<file path="config.mk">
export PLATFORM = sky130hd
export DESIGN_NAME = instr_mem_loader
export DESIGN_NICKNAME = d
export VERILOG_FILES = /design/src/rtl/instr_loader_pkg.sv /design/src/rtl/byte_word_packer.sv /design/src/rtl/instr_mem_loader.sv
export SDC_FILE = /design/constraint.sdc
export NUM_CORES = 1
export LEC_CHECK = 0
export CORE_UTILIZATION = 48
export DETAILED_ROUTE_END_ITERATION = 8
export GPL_TIMING_DRIVEN = 0
export PLACE_DENSITY = 0.76
export SETUP_SLACK_MARGIN = 0.5
export SLEW_MARGIN = 20
export SYNTH_ARGS = -nofsm -noshare
export SYNTH_HDL_FRONTEND = slang
export SYNTH_SLANG_ARGS = --single-unit
</file>
<file path="constraint.sdc">
create_clock -name clk_i -period 2.2 [get_ports clk_i]
set_input_delay 0.22 -clock clk_i [delete_from_list [all_inputs] [get_ports clk_i]]
set_output_delay 0.22 -clock clk_i [all_outputs]
set_load 0.01 [all_outputs]
</file>
<file path="src/rtl/instr_loader_pkg.sv">
// Shared types and sizing for the boot-time instruction memory loader.
// The header length and word packing geometry are defined once here.
package instr_loader_pkg;

    localparam int unsigned BYTE_W         = 8;
    localparam int unsigned HDR_BYTES      = 2;
    localparam int unsigned BYTES_PER_WORD = 4;
    localparam int unsigned CNT_W          = HDR_BYTES * BYTE_W;
    localparam int unsigned WORD_W         = BYTES_PER_WORD * BYTE_W;
    localparam int unsigned BCNT_W         = $clog2(BYTES_PER_WORD);

    typedef enum logic [2:0] {
        LEN_HI = 3'd0,
        LEN_LO = 3'd1,
        DATA   = 3'd2,
        FLUSH  = 3'd3,
        DONE   = 3'd4,
        ERR    = 3'd5
    } state_e;

    // Header word count is transmitted high byte first.
    function automatic logic [CNT_W-1:0] hdr_count(input logic [BYTE_W-1:0] hi,
                                                   input logic [BYTE_W-1:0] lo);
        return {hi, lo};
    endfunction

endpackage

</file>
<file path="src/rtl/byte_word_packer.sv">
// Assembles big-endian bytes into words; flags the word combinationally on
// acceptance of its last byte so the caller can register it one cycle later.
module byte_word_packer
    import instr_loader_pkg::*;
(
    input  logic              clk,
    input  logic              rst_n,
    input  logic              byte_en,
    input  logic [BYTE_W-1:0] byte_data,
    output logic              word_valid_c,
    output logic [WORD_W-1:0] word_data_c
);

    localparam int unsigned SHR_W = WORD_W - BYTE_W;

    logic [BCNT_W-1:0] byte_cnt_q;
    logic [SHR_W-1:0]  shr_q;

    // Byte position within the current word plus the bytes seen so far.
    always_ff @(posedge clk) begin
        if (!rst_n) begin
            byte_cnt_q <= '0;
            shr_q      <= '0;
        end else if (byte_en) begin
            byte_cnt_q <= BCNT_W'(byte_cnt_q + 1'b1);
            shr_q      <= {shr_q[SHR_W-BYTE_W-1:0], byte_data};
        end
    end

    assign word_valid_c = byte_en && (byte_cnt_q == BCNT_W'(BYTES_PER_WORD - 1));
    assign word_data_c  = {shr_q, byte_data};

endmodule

</file>
<file path="src/rtl/instr_mem_loader.sv">
// Boot loader: parses a length-prefixed byte stream, writes the words into the
// instruction memory and holds the CPU in reset until the image is complete.
module instr_mem_loader
    import instr_loader_pkg::*;
#(
    parameter int unsigned DEPTH_WORDS = 32,
    parameter int unsigned ADDR_W      = 32
) (
    input  logic              clk_i,
    input  logic              rst_i,
    input  logic              byte_valid_i,
    input  logic [BYTE_W-1:0] byte_data_i,
    output logic              byte_ready_o,
    output logic              im_we_o,
    output logic [ADDR_W-1:0] im_addr_o,
    output logic [WORD_W-1:0] im_data_o,
    output logic              cpu_rst_o,
    output logic              done_o,
    output logic              err_o,
    output logic [CNT_W-1:0]  words_o
);

    state_e             state_q;
    state_e             state_nxt;
    logic [CNT_W-1:0]   count_q;
    logic [CNT_W-1:0]   count_nxt;
    logic [CNT_W-1:0]   word_idx_q;
    logic [CNT_W-1:0]   hdr_count_c;
    logic               accept_c;
    logic               data_byte_c;
    logic               word_valid_c;
    logic               last_word_c;
    logic [WORD_W-1:0]  word_data_c;

    assign byte_ready_o = (state_q == LEN_HI) || (state_q == LEN_LO) || (state_q == DATA);
    assign accept_c     = byte_valid_i && byte_ready_o;
    assign data_byte_c  = accept_c && (state_q == DATA);
    assign hdr_count_c  = hdr_count(count_q[CNT_W-1 -: BYTE_W], byte_data_i);
    assign last_word_c  = word_valid_c && (CNT_W'(word_idx_q + 1'b1) == count_q);

    byte_word_packer u_packer (
        .clk          (clk_i),
        .rst_n        (rst_i),
        .byte_en      (data_byte_c),
        .byte_data    (byte_data_i),
        .word_valid_c (word_valid_c),
        .word_data_c  (word_data_c)
    );

    always_ff @(posedge clk_i) begin
        if (!rst_i) begin
            state_q <= LEN_HI;
            count_q <= '0;
        end else begin
            state_q <= state_nxt;
            count_q <= count_nxt;
        end
    end

    // Header parsing and image sequencing; DONE and ERR only leave via reset.
    always_comb begin
        state_nxt = state_q;
        count_nxt = count_q;
        unique case (state_q)
            LEN_HI: begin
                if (accept_c) begin
                    count_nxt = {byte_data_i, {BYTE_W{1'b0}}};
                    state_nxt = LEN_LO;
                end
            end
            LEN_LO: begin
                if (accept_c) begin
                    count_nxt = hdr_count_c;
                    if (hdr_count_c == '0) begin
                        state_nxt = DONE;
                    end else if (32'(hdr_count_c) > DEPTH_WORDS) begin
                        state_nxt = ERR;
                    end else begin
                        state_nxt = DATA;
                    end
                end
            end
            DATA: begin
                if (last_word_c) begin
                    state_nxt = FLUSH;
                end
            end
            FLUSH:   state_nxt = DONE;
            DONE:    state_nxt = DONE;
            ERR:     state_nxt = ERR;
            default: state_nxt = LEN_HI;
        endcase
    end

    // Write port and status registers; status follows the next state so the
    // CPU is released only once the FLUSH write has been issued.
    always_ff @(posedge clk_i) begin
        if (!rst_i) begin
            im_we_o    <= 1'b0;
            im_addr_o  <= '0;
            im_data_o  <= '0;
            word_idx_q <= '0;
            words_o    <= '0;
            done_o     <= 1'b0;
            cpu_rst_o  <= 1'b0;
            err_o      <= 1'b0;
        end else begin
            im_we_o <= word_valid_c;
            if (word_valid_c) begin
                im_addr_o  <= ADDR_W'({word_idx_q, {BCNT_W{1'b0}}});
                im_data_o  <= word_data_c;
                word_idx_q <= CNT_W'(word_idx_q + 1'b1);
            end
            if (im_we_o) begin
                words_o <= CNT_W'(words_o + 1'b1);
            end
            done_o    <= (state_nxt == DONE);
            cpu_rst_o <= (state_nxt == DONE);
            err_o     <= (state_nxt == ERR);
        end
    end

endmodule

</file>
==> results of run 1 <==
stage by stage:
step	hold slack [ns]	utilization	TNS [ns]
after floorplan	0.365	-	0
after global placement	0.452	0.594	-12.60
after detailed placement	0.460	0.594	-14.14
after CTS	0.178	0.695	-0.112
after global routing	0.214	0.773	-0.555
final	0.195	0.773	-0.330
layout make-up:
type | instances | area (µm²)
clock inverter | 11 | 128
timing repair buffer | 132 | 1340
multi-input combinational | 504 | 3630
tap | 143 | 179
sequential | 128 | 2590
inverter | 7 | 26.3
clock buffer | 21 | 480
fill | 743 | 2610
buffer | 61 | 531
logic make-up (layout without fill, tap and decap cells):
group,count (synthesis),in the layout,synth area share
multiplexers,1,1,0.00175
other,1,16,0.000657
XOR/XNOR,48,48,0.0736
adder cells (fa/ha/maj),3,3,0.00657
AND/OR/NAND/NOR,314,314,0.253
buffers and inverters,68,232,0.0589
flip-flops,128,128,0.449
AO/OA/AOI/OAI,122,122,0.157
registers in the layout, summed over array words and instances, names as in the netlist:
register             flops
im_we_o                  1
done_o                   1
word_idx_q              16
words_o                 16
im_data_o               32
u_packer.shr_q          24
u_packer.byte_cnt_q      2
count_q                 16
err_o                    1
im_addr_o               16
state_q                  3
cell usage after synthesis (all sizes together), types with 2 or more instances:
cell and count:
nor3b 2, nor2b 7, nor3 7, o21ai 7, nor2 14, xor2 17, buf 25, xnor2 31
nor4 10, and2 28, o2111ai 2, or3 5, a31oi 2, inv 7, or4 2, dfxtp 128
a21oi 5, and4 2, a21boi 94, nand3 22, nand2b 4, o22ai 2, and3b 2, and3 4
nand2 197, clkbuf 36, nand4 6, ha 3
metal layers:
| metal | part of all wire | vias up |
|---|---|---|
| met5 | 0 | - |
| met4 | 0.034 | 0 |
| met3 | 0.044 | 48 |
| met2 | 0.52 | 172 |
| met1 | 0.40 | 2648 |
| li1 | - | 2572 |
power breakdown:
part           switching, mW  internal, mW
registers             0.0285          2.34
clock network           1.09          1.80
logic                  0.165         0.136
total                   1.28          4.27
timing repair:
| action | CTS | global route |
|---|---|---|
| buffers inserted | 26 | 22 |
| resized for setup | 110 | 220 |
| pin swaps | 31 | 82 |
| cloned | 0 | 6 |
| endpoints found under the setup margin | 99 | 101 |
final timing paths:
kind                       from             to  slack [ns]
setup / recovery  word_idx_q[3]         done_o       -0.15
hold / removal            rst_i     words_o[5]        0.19
setup reg to reg  word_idx_q[3]         done_o       -0.15
hold reg to reg   im_data_o[22]  im_data_o[22]        0.45
worst max-delay path: cells and delay by family, from the launching register on:
family          cells  cell delay, ns
buf+inv             1            0.13
xor+xnor            1            0.11
flops               1            0.35
simple gates        4            1.24
compound gates      1            0.39
==> metrics.md, run 1 <==
| Metric | Value |
|---|---|
| Post-DP HPWL | `10,400 µm` |
| CTS tree | `built` |
| Hold depth | `2` |
| Initial DRC count | `around 340` |
| Failing checks | `DRC, setup timing` |
| DP Worst Slack | `-0.525 ns` |
| Routed via count | `roughly 5,400` |
| Die Ht | `roughly 110 µm` |
| Register area share after synthesis | `0.449` |
| Count of pins over their slew limit | `0` |
| Met2 Use GR | `0.457` |
| Clk sinks | `around 130` |
| Num rows | `39` |
| Area share of the largest cell type after synthesis | `0.449` |
| Met1 GRT Util | `0.296` |
| First-pass GRT wire length | `25,000 µm` |
| Vias in the first global route | `5,176` |
| Finish-stage setup viols | `3` |
| Post-CTS Hold Buffers | `0` |
| FFs w/ async S/R, synth | `0` |
| Final antenna-violating net count | `0` |
| Initial antenna violation count | `0` |
| Routed vias/inst | `5.40` |
| Highest-count cells in the layout ignoring fill and taps | `nand2_1 (146), dfxtp_1 (113), clkdlybuf4s50_1 (73), buf_4 (53), nand2_4 (38)` |
| Syn Area/Cell | `about 8.3 µm²` |
| Num ports | `96` |
| DRT Pass-1 Iters | `7` |
| Lkg Pwr | `around 3.8 nW` |
| Deepest clock path buffer count | `2` |
| GP Congestion | `~0.89` |
| Post-route worst setup slack | `-0.149 ns` |
| Mapped Area | `between 5000 and 6000 µm²` |
| Post-placement cell count | `921` |
| Die area | `12,300 µm²` |
| Routed wire per std cell | `17.2 µm` |
| Final Skew | `a little over 0.007 ns` |
| Commonest non-fill, non-tap cell in the layout | `nand2_1` |
| Leading post-synthesis cells by cell area | `dfxtp_1 (45%), nand2_1 (13%), a21boi_0 (12%)` |
| ANT cells | `0` |
| DRC errors left | `10` |
| Synth unique cells | `46` |
| Total power | `between 5 and 6 mW` |
| DRT Wirelength | `~17,000 µm` |
| Post-Layout Cell Count | `1,007` |
| Gr ovfl total | `0` |
| CP Launch Type | `register` |
| Main synth FF type | `dfxtp_1` |
| Status | `complete, but fails checks` |
| Crit path capture type | `register` |
| Fin area | `between 8000 and 9000 µm²` |
| Share of cells above drive strength 1 | `0.313` |
| Cell Chain, Critical Path | `buf_6 -> nand4_4 -> nor4_4 -> xnor2_1 -> a2111o_1 -> or4_4 -> nor3b_4` |
| Grt peak-use layer | `met2` |
| GR Layer Usage met3 | `0.0580` |
| CP max FO | `5` |
| Dpl cell area | `around 6800 µm²` |
| Period utilisation layout | `1.07` |
| Worst Hold Class | `in2reg` |
| Worst Path Arrival | `2.65 ns` |
| Final Hold Viols | `0` |
| Fmax | `approximately 430 MHz` |
| Core ar. | `about 12,000 µm²` |
| Root Driver | `clkbuf_16` |
| Maximum VDD drop | `around 0.52 mV` |
| Tmin final | `around 2.3 ns` |
| Cells after synthesis | `about 690` |
| Clk_lat worst skew | `roughly 0.43 ns` |
| Die X | `111 µm` |
| Area Growth Syn to Fin | `55.9%` |
| CP max-delay cell | `or4_4` |
| Crit Path Category | `reg2reg` |
| Total track usage | `0.259` |
| Worst-Margin Slew | `0.556 ns` |
| Warnings, synthesis | `0` |
| Clock transition at path regs | `about 0.060 ns` |
| Post-synth EDFFs | `0` |
| Largest net degree at the start of global routing | `17` |
| Initial core utilization | `0.496` |
| Layout Nets | `a little under 900` |
| Synth Register Bits | `~130` |
| MaxCap Viol Count | `0` |
| CTS buffer count | `17` |
| Cell accounting for the most synthesized area | `dfxtp_1` |
| Port Buffers | `78` |
| CP required | `about 2.5 ns` |
| Unrepaired setup endpoints after global routing | `yes` |
| Power density cells | `623 nW/µm²` |
| Slowest stage delay, CP | `slightly below 0.6 ns` |
| Headroom to the max-slew limit | `0.630` |
| H-tree depth | `4` |
| Cells on worst reg2reg path | `7` |
Note: power is estimated with default switching activity, not from simulation.
==> run 2, diff against run 1 <==
--- a/config.mk
+++ b/config.mk
@@ -5,6 +5,7 @@
 export SDC_FILE = /design/constraint.sdc
 export NUM_CORES = 1
 export LEC_CHECK = 0
+export CORE_MARGIN = 10
 export CORE_UTILIZATION = 48
 export DETAILED_ROUTE_END_ITERATION = 8
 export GPL_TIMING_DRIVEN = 0
==> run 2 against run 1 <==
The run ends with setup timing left; global-route usage shrank 6.5 points; maximum frequency is 2.1% higher; flip-flop and latch count is the same; clock skew fell by 0.00062 ns; die area is 35% higher; wire length fell by 7.8%.
==> metrics.md, run 2 (synthesis gave the netlist of run 1 again) <==
| Metric | Value |
|---|---|
| Fill count | `870 (+17%)` |
| Commonest non-fill, non-tap cell in the layout | `nand2_1` |
| Post-CTS Hold Buffers | `0 (unchanged)` |
| Worst-Margin Slew | `0.534 ns (-0.0215 ns)` |
| Headroom to the max-slew limit | `0.644 (+0.0143)` |
| Total power | `5.41 mW (-2.6%)` |
| Core ar. | `11,500 µm² (unchanged)` |
| Power density cells | `675 nW/µm² (+8.3%)` |
| Num rows | `39 (unchanged)` |
| Final Core Density | `0.695 (-0.0776)` |
| DRT Wirelength | `16,000 µm (-7.8%)` |
| MaxCap Viol Count | `0 (unchanged)` |
| WHS | `0.188 ns (-0.00666 ns)` |
| GP Congestion | `0.908 (+1.9%)` |
| Cells on worst reg2reg path | `8 (+1)` |
| Highest-count cells in the layout ignoring fill and taps | `nand2_1 (196), dfxtp_1 (110), a21boi_0 (87), clkdlybuf4s50_1 (74), buf_4 (43)` |
| Clk sinks | `128 (unchanged)` |
| H-tree depth | `4 (unchanged)` |
| Port Buffers | `78 (unchanged)` |
| Post-DP HPWL | `11,300 µm (+8.1%)` |
| Initial core utilization | `0.496 (unchanged)` |
| Worst path depth | `8 (+1)` |
| Post-Layout Cell Count | `981 (-2.6%)` |
| Worst Path Arrival | `2.60 ns (-0.05 ns)` |
| Deepest clock path buffer count | `2 (unchanged)` |
| Initial antenna violation count | `0 (unchanged)` |
| Crit path capture type | `register` |
| Period utilisation layout | `1.05 (-0.0221)` |
| Num ports | `96 (unchanged)` |
| First-pass GRT wire length | `25,800 µm (+3.2%)` |
| Cell family with most CP delay | `simple AND/OR/NAND/NOR gates` |
| Hold depth | `2 (unchanged)` |
| Largest regs | `im_data_o (32), u_packer.shr_q (24)` |
| Most flops, register | `im_data_o` |
| Vias in the first global route | `5,251 (+1.4%)` |
| CP Launch Type | `register` |
| Sum Neg Setup Slack | `-0.152 ns (+0.178 ns)` |
| Layout Nets | `839 (-3.0%)` |
| DRC errors left | `0 (-10)` |
| Fmax | `435 MHz (+2.1%)` |
| Final Skew | `0.00642 ns (-0.000624 ns)` |
| Dpl cell area | `6840 µm² (unchanged)` |
| Max FFs per register | `32 (unchanged)` |
| Routed vias/inst | `5.21 (-3.5%)` |
| ANT cells | `0 (unchanged)` |
| Post-placement cell count | `921 (unchanged)` |
| Multi-input logic area | `3160 µm² (-13%)` |
| Clk_lat worst skew | `0.42 ns (about the same)` |
| Post-route worst setup slack | `-0.101 ns (+0.0486 ns)` |
| Total track usage | `0.195 (-0.0647)` |
| Failing checks | `setup timing` |
| Die area | `16,700 µm² (+35%)` |
| Lkg Pwr | `3.02 nW (-22%)` |
| DRT Pass-1 Iters | `5 (-2)` |
| Worst Hold Class | `in2reg` |
| Cell Chain, Critical Path | `buf_6 -> nand4_4 -> buf_4 -> or3_4 -> o2bb2ai_1 -> o211ai_1 -> or4_4 -> nor3b_4` |
| Routed wire per std cell | `16.3 µm (-5.4%)` |
| CP max-delay cell | `or4_4` |
| Fin area | `8010 µm² (-10%)` |
| Maximum VDD drop | `0.572 mV (+9.4%)` |
| Area Growth Syn to Fin | `40.2%` |
| Slowest stage delay, CP | `0.54 ns (-0.05 ns)` |
| Unrepaired setup endpoints after global routing | `yes` |
| Final antenna-violating net count | `0 (unchanged)` |
| Crit Path Category | `reg2reg` |
| Buf/Inv on CP | `2 (+1)` |
| Gr ovfl total | `0 (unchanged)` |
| Status | `complete, but fails checks` |
| Count of pins over their slew limit | `0 (unchanged)` |
| Root Driver | `clkbuf_16` |
| DP Worst Slack | `-0.540 ns (-0.0155 ns)` |
| Die X | `129 µm (+16%)` |
| CTS tree | `built` |
| Final Hold Viols | `0 (unchanged)` |
| Largest net degree at the start of global routing | `17 (unchanged)` |
| Clock transition at path regs | `0.06 ns (about the same)` |
| Initial DRC count | `359 (+6.2%)` |
| CP max FO | `6 (+1)` |
| Share of cells above drive strength 1 | `0.192 (-0.120)` |
| Finish-stage setup viols | `3 (unchanged)` |
| Routed via count | `5,114 (-6.0%)` |
| CP required | `2.50 ns (about the same)` |
| Seq. cell area | `2600 µm² (+0.24%)` |
| CTS buffer count | `17 (unchanged)` |
| Tmin final | `2.30 ns (-0.0486 ns)` |
| Die Ht | `129 µm (+16%)` |
run 2: changes by cell type in the layout (fill, tap and decap cells not counted), sizes merged:
| cell | delta |
|---|---|
| inv | +1 |
| dlygate4sd2 | -3 |
| clkdlybuf4s50 | +1 |
| clkinvlp | +1 |
| dlymetal6s2s | +2 |
| clkdlybuf4s15 | +1 |
| buf | -26 |
| clkinv | +2 |
| clkbuf | -5 |
run 2: final timing paths:
kind | startpoint | end | slack [ns]
worst min register to register | im_data_o[23] | im_data_o[23] | 0.46
worst min-delay path | rst_i | im_data_o[21] | 0.19
worst max register to register | word_idx_q[2] | done_o | -0.10
worst max-delay path | word_idx_q[2] | done_o | -0.10
run 2: worst register-to-register path: stages (launching register included):
cell and delay [ns]:
dfxtp_2 0.33, buf_6 0.12, nand4_4 0.17, buf_4 0.18, or3_4 0.37, o2bb2ai_1 0.16
o211ai_1 0.12, or4_4 0.54, nor3b_4 0.19
run 2: metal layers:
layer	global-route usage	up-vias	wire, µm
li1	-	2519	-
met1	0.199	2411	6200
met2	0.347	156	8170
met3	0.0754	28	1260
met4	0.0843	0	385
met5	0	-	0
run 2: final cells by class:
cell class | count | share of cell area
timing repair buffer | 106 | 0.128
clock buffer | 17 | 0.0531
clock inverter | 15 | 0.0200
inverter | 7 | 0.00328
buffer | 61 | 0.0541
multi-input combinational | 504 | 0.395
sequential | 128 | 0.324
tap | 143 | 0.0223
run 2: where the power goes:
group | total [mW] | internal [mW] | switching [mW]
clock network | 2.75 | 1.68 | 1.07
registers | 2.37 | 2.34 | 0.0304
logic | 0.288 | 0.134 | 0.154
total | 5.41 | 4.15 | 1.26
run 2: repair_timing:
item,4_1_cts,5_1_grt
pin swaps,24,10
setup buffers,20,7
gates cloned,1,0
resized for setup,83,30
setup endpoints to repair,94,99
